File: src/rtl/apb_master_arbiter.sv
// Round-robin arbiter in front of a single APB master port: grants one of NREQ
// requesters, runs SETUP/ACCESS with wait states and an ACCESS timeout.
module apb_master_arbiter #(
  parameter int NREQ    = 2,
  parameter int ADDR_W  = 32,
  parameter int DATA_W  = 32,
  parameter int TIMEOUT = 16
) (
  input  logic                     p_clk,
  input  logic                     p_reset,
  input  logic [NREQ-1:0]          req_valid,
  input  logic [NREQ-1:0]          req_write,
  input  logic [NREQ*ADDR_W-1:0]   req_addr,
  input  logic [NREQ*DATA_W-1:0]   req_wdata,
  output logic [NREQ-1:0]          req_done,
  output logic [DATA_W-1:0]        rsp_rdata,
  output logic                     rsp_slverr,
  output logic [ADDR_W-1:0]        p_add,
  output logic                     p_sel,
  output logic                     p_enable,
  output logic                     p_write,
  output logic [DATA_W-1:0]        p_wdata,
  input  logic [DATA_W-1:0]        p_rdata,
  input  logic                     p_ready,
  input  logic                     p_slverr,
  output logic [1:0]               ns
);

  localparam int PW      = $clog2(NREQ);
  localparam int CW      = (TIMEOUT > 1) ? $clog2(TIMEOUT) : 1;
  localparam int TO_LAST = (TIMEOUT > 0) ? TIMEOUT - 1 : 0;

  typedef enum logic [1:0] {
    S_IDLE   = 2'b00,
    S_SETUP  = 2'b01,
    S_ACCESS = 2'b10
  } state_t;

  state_t        state;
  state_t        next_state;
  logic [PW-1:0] ptr;
  logic [PW-1:0] grant;
  logic [PW-1:0] pick;
  logic [PW:0]   idx;
  logic          found;
  logic          any_req;
  logic          timeout_hit;
  logic          finish;
  logic [CW-1:0] cnt;

  // Handshake: a requester holds req_valid and its fields stable until the
  // clock edge at which its req_done bit is sampled high; req_done is a
  // single-cycle pulse driven combinationally in the completing ACCESS cycle.

  assign any_req     = |req_valid;
  assign timeout_hit = (TIMEOUT > 0) && (cnt == CW'(TO_LAST)) && !p_ready;
  assign finish      = (state == S_ACCESS) && (p_ready || timeout_hit);

  // Search upward from the slot after the last winner, wrapping at NREQ.
  always_comb begin
    pick  = ptr;
    found = 1'b0;
    idx   = '0;
    for (int k = 1; k <= NREQ; k++) begin
      idx = (PW+1)'(ptr) + (PW+1)'(k);
      if (idx >= (PW+1)'(NREQ)) idx = idx - (PW+1)'(NREQ);
      if (!found && req_valid[idx[PW-1:0]]) begin
        found = 1'b1;
        pick  = idx[PW-1:0];
      end
    end
  end

  always_ff @(posedge p_clk or posedge p_reset) begin
    if (p_reset) state <= S_IDLE;
    else         state <= next_state;
  end

  always_comb begin
    next_state = S_IDLE;
    case (state)
      S_IDLE:   next_state = any_req ? S_SETUP : S_IDLE;
      S_SETUP:  next_state = S_ACCESS;
      S_ACCESS: next_state = finish ? S_IDLE : S_ACCESS;
      default:  next_state = S_IDLE;
    endcase
  end

  always_ff @(posedge p_clk or posedge p_reset) begin
    if (p_reset) begin
      ptr     <= PW'(NREQ - 1);
      grant   <= '0;
      p_add   <= '0;
      p_wdata <= '0;
      p_write <= 1'b0;
      cnt     <= '0;
    end else begin
      if (state == S_IDLE && any_req) begin
        grant   <= pick;
        ptr     <= pick;
        p_add   <= req_addr[int'(pick)*ADDR_W +: ADDR_W];
        p_wdata <= req_wdata[int'(pick)*DATA_W +: DATA_W];
        p_write <= req_write[pick];
      end
      if (state == S_ACCESS && !finish) cnt <= cnt + 1'b1;
      else                              cnt <= '0;
    end
  end

  always_comb begin
    ns         = state;
    p_sel      = (state == S_SETUP) || (state == S_ACCESS);
    p_enable   = (state == S_ACCESS);
    req_done   = '0;
    rsp_rdata  = '0;
    rsp_slverr = 1'b0;
    if (finish) begin
      req_done[grant] = 1'b1;
      rsp_slverr      = p_ready ? p_slverr : 1'b1;
      rsp_rdata       = (p_ready && !p_write) ? p_rdata : '0;
    end
  end

endmodule

File: config.mk
export PLATFORM = sky130hd
export DESIGN_NAME = apb_master_arbiter
export DESIGN_NICKNAME = d
export VERILOG_FILES = /design/src/rtl/apb_master_arbiter.sv
export SDC_FILE = /design/constraint.sdc
export NUM_CORES = 1
export LEC_CHECK = 0
export BUFFER_PORTS_ARGS = -buffer_cell sky130_fd_sc_hd__buf_4
export CAP_MARGIN = 20
export CORE_AREA = 2 2 105 107
export DETAILED_ROUTE_END_ITERATION = 8
export DIE_AREA = 0 0 107 109
export MAX_ROUTING_LAYER = met4
export PLACE_DENSITY = 0.73
export SLEW_MARGIN = 20
export SYNTH_ARGS = -nofsm -noshare
export SYNTH_HDL_FRONTEND = slang
export SYNTH_SLANG_ARGS = --single-unit
File: constraint.sdc
create_clock -name p_clk -period 2 [get_ports p_clk]
set_input_delay 0 -clock p_clk [delete_from_list [all_inputs] [get_ports p_clk]]
set_output_delay 0 -clock p_clk [all_outputs]
set_load 0.01 [all_outputs]
==> results.py <==
metrics = {
    "status": {
        "status": "finished, final reports clean",
    },
    "setup_path": {
        "critical_path.endpoint": "p_add[11]",
        "worstRegToRegCells": 5,
        "rrSetupSlack_ps": 100,
        "worstReg2RegEnd": "p_add[11]",
        "crit_arrival_ps": 2170,
        "path_class": "reg -> reg",
        "worstPathMaxFanout": 17,
        "cp-end-kind": "register",
        "r2r_start": "ptr",
        "crit_start": "ptr",
        "cp.required_ps": 2270,
        "cp-start-kind": "register",
    },
    "power_and_ir_drop": {
        "p_per_area_nw_per_um2": 1130,
        "p_total_mw": 8.447,
        "peakVddDrop_uv": 655.8,
        "leakage_nw": 3.497,
    },
    "timing": {
        "max_freq_ghz": 0.5270,
        "post-route-period-util_pct": 94.88,
        "relSlewSlack_pct": 63.83,
        "finalCriticalPeriod_ps": 1898,
        "slew_violations": 0,
        "hold_slack_ps": 38.53,
        "hold_viol": 0,
        "finClkSkew_ps": 5.857,
        "worstMarginPinSlew_ps": 536.9,
        "setup_viol": 0,
        "setup_tns_ps": 0,
        "rsz0062_at_grt": "no",
    },
    "clock_tree": {
        "cts.sinks": 73,
        "postCtsSetupBuffers": 0,
        "root_buffer": "clkbuf_8",
        "clk_latency_ps": 340,
        "clkTransAtPathRegs_ps": 70,
        "cts_tree": "yes",
        "cts.path.max_buffers": 2,
        "cts_max_level": 3,
        "cts_buffers": 9,
    },
    "logic_synthesis": {
        "syn-instance-count": 447,
        "seq_area_frac_synth_pct": 47.36,
        "yosys_warnings": 0,
        "synth_area_leaders": "dfrtp_1 (47%), a31oi_1 (11%), nand3_1 (8.7%)",
        "synth_cell_types": 27,
        "syn_nets": 619,
        "synth.top_cell.area_share_pct": 46.68,
        "netlist_area_um2": 3860,
        "synth.top_cells.by_count": "dfrtp_1 (72), nor2_1 (70), nand3_1 (67), a31oi_1 (66), o21ai_0 (49)",
        "synth_edf_count": 0,
        "synth_top_cell_by_area": "dfrtp_1",
        "synthArstFlopShare_pct": 100.0,
        "syn_area_per_cell_um2": 8.635,
        "ys.flop_type": "dfrtp_1",
        "synthMostInstantiatedCell": "dfrtp_1",
        "ys_ff_latch": 73,
    },
    "placed_design": {
        "io_buffers": 271,
        "dp_hpwl_um": 9347,
        "gp_congestion": 0.7998,
    },
    "global_routing": {
        "grt_remaining_overflow": 0,
        "grt_pass1_wl_um": 25190,
        "grt_usage_pct": 27.90,
        "grt_pass1_vias": 4896,
        "grt_max_degree": 74,
        "antenna_found_initial": 0,
    },
    "floorplan": {
        "io_pins": 272,
        "fp.dieW_um": 107,
        "core-area_um2": 10600,
        "die_area_um2": 11660,
        "initial_core_util_pct": 36.41,
        "rows": 38,
        "die_h_um": 109,
    },
    "route": {
        "drt_iter0_drc": 422,
        "dr.pass1.iters": 5,
        "viasPerCell": 5.166,
        "vias": 5001,
        "drt_wl_total_um": 16860,
        "wl_per_cell_um": 17.42,
        "drt.antenna.violating_nets": 0,
        "drcViolationCount": 0,
    },
    "hold_path": {
        "hold_class": "in -> reg",
    },
    "finish": {
        "multi_input_area_um2": 1738,
        "layout-drive-gt1-share_pct": 36.40,
        "seq_area_um2": 1828,
        "fillers": 747,
        "post-route-util_pct": 70.53,
        "finalNetCount": 997,
        "area_growth_pct": 93.74,
    },
    "job": {
        "drv_cap": 0,
    },
}
routing by layer:
| metal | global-route usage [%] | vias up | part of all wire, % |
|---|---|---|---|
| met2 | 46.91 | 281 | 51 |
| met5 | - | - | 0 |
| met4 | 9.369 | 0 | 3.0 |
| met1 | 34.25 | 2336 | 40 |
| met3 | 4.782 | 48 | 6.5 |
| li1 | - | 2336 | - |
per-stage QoR:
step / std cells / cell area [µm²] / setup slack (ps)
after global placement: 821 / 5932 / 508.2
final: 968 / 7478 / 102.5
after floorplan: 447 / 3860 / 148.4
after global routing: 967 / 7476 / 13.56
after detailed placement: 821 / 5932 / 434.8
after CTS: 964 / 7402 / 92.93
sequential cells by signal, indices dropped and copies added (netlist names):
signal   flops
cnt          4
grant        1
ns           2
p_add       32
p_wdata     32
p_write      1
ptr          1
cells in the final DEF (no fill, tap or decap), drive strengths merged:
master / n
nor2: 71
dlygate4sd3: 131
buf: 279
ha: 4
inv: 3
clkbuf: 15
or2: 1
mux2i: 1
o21ai: 69
and3: 1
xor2: 1
a31oi: 66
diode: 1
dfrtp: 72
o21a: 1
xnor2: 1
and3b: 1
nor3b: 1
and2: 34
nand3: 67
dfstp: 1
nand2: 7
what timing repair did:
action | in CTS | in global routing
setup endpoints to repair | 0 | 31
hold endpoints to repair | 137 | 1
resized for setup | 0 | 3
hold buffers | 130 | 1
final cells by class:
class | instances | share of cell area, %
tap | 140 | 2.342
timing repair buffer | 412 | 47.53
clock buffer | 13 | 2.259
inverter | 3 | 0.1506
sequential | 73 | 24.44
multi-input combinational | 326 | 23.24
antenna | 1 | 0.03346
how the worst min path moves through the flow:
stage | start | to | slack [ps] | cells past startpoint
4_1_cts | req_addr[23] | p_add[23] | 4 | 3
3_5_place_dp | p_reset | p_wdata[10] | 140 | 3
2_1_floorplan | p_rdata[0] | rsp_rdata[0] | 140 | 1
3_3_place_gp | p_reset | p_wdata[10] | 130 | 3
6_report | p_ready | cnt[1] | 40 | 3
5_1_grt | p_ready | cnt[1] | 60 | 3
critical path, cell delays in order (launching register included):
cell           delay, ps
dfstp_2              600
and2_4               220
buf_16               170
o21ai_0               80
a31oi_1              180
dlygate4sd3_1        580
where the power goes:
part / internal, mW / switching, mW / total [mW]
combinational: 2.26 / 2.46 / 4.72
sequential: 2.22 / 0.461 / 2.68
clock: 0.534 / 0.517 / 1.05
cell families after synthesis:
group                      Yosys count  synth area share [%]
adders and majority gates            4                 1.297
AOI/OAI and AO/OA                  136                 19.87
DFF                                 73                 47.36
and+or+nand+nor                    183                 22.72
muxes                                1                0.2593
xor gates and xnor gates             2                0.4539
buffers and inverters               48                 8.039
Note: power is estimated with default switching activity, not from simulation.
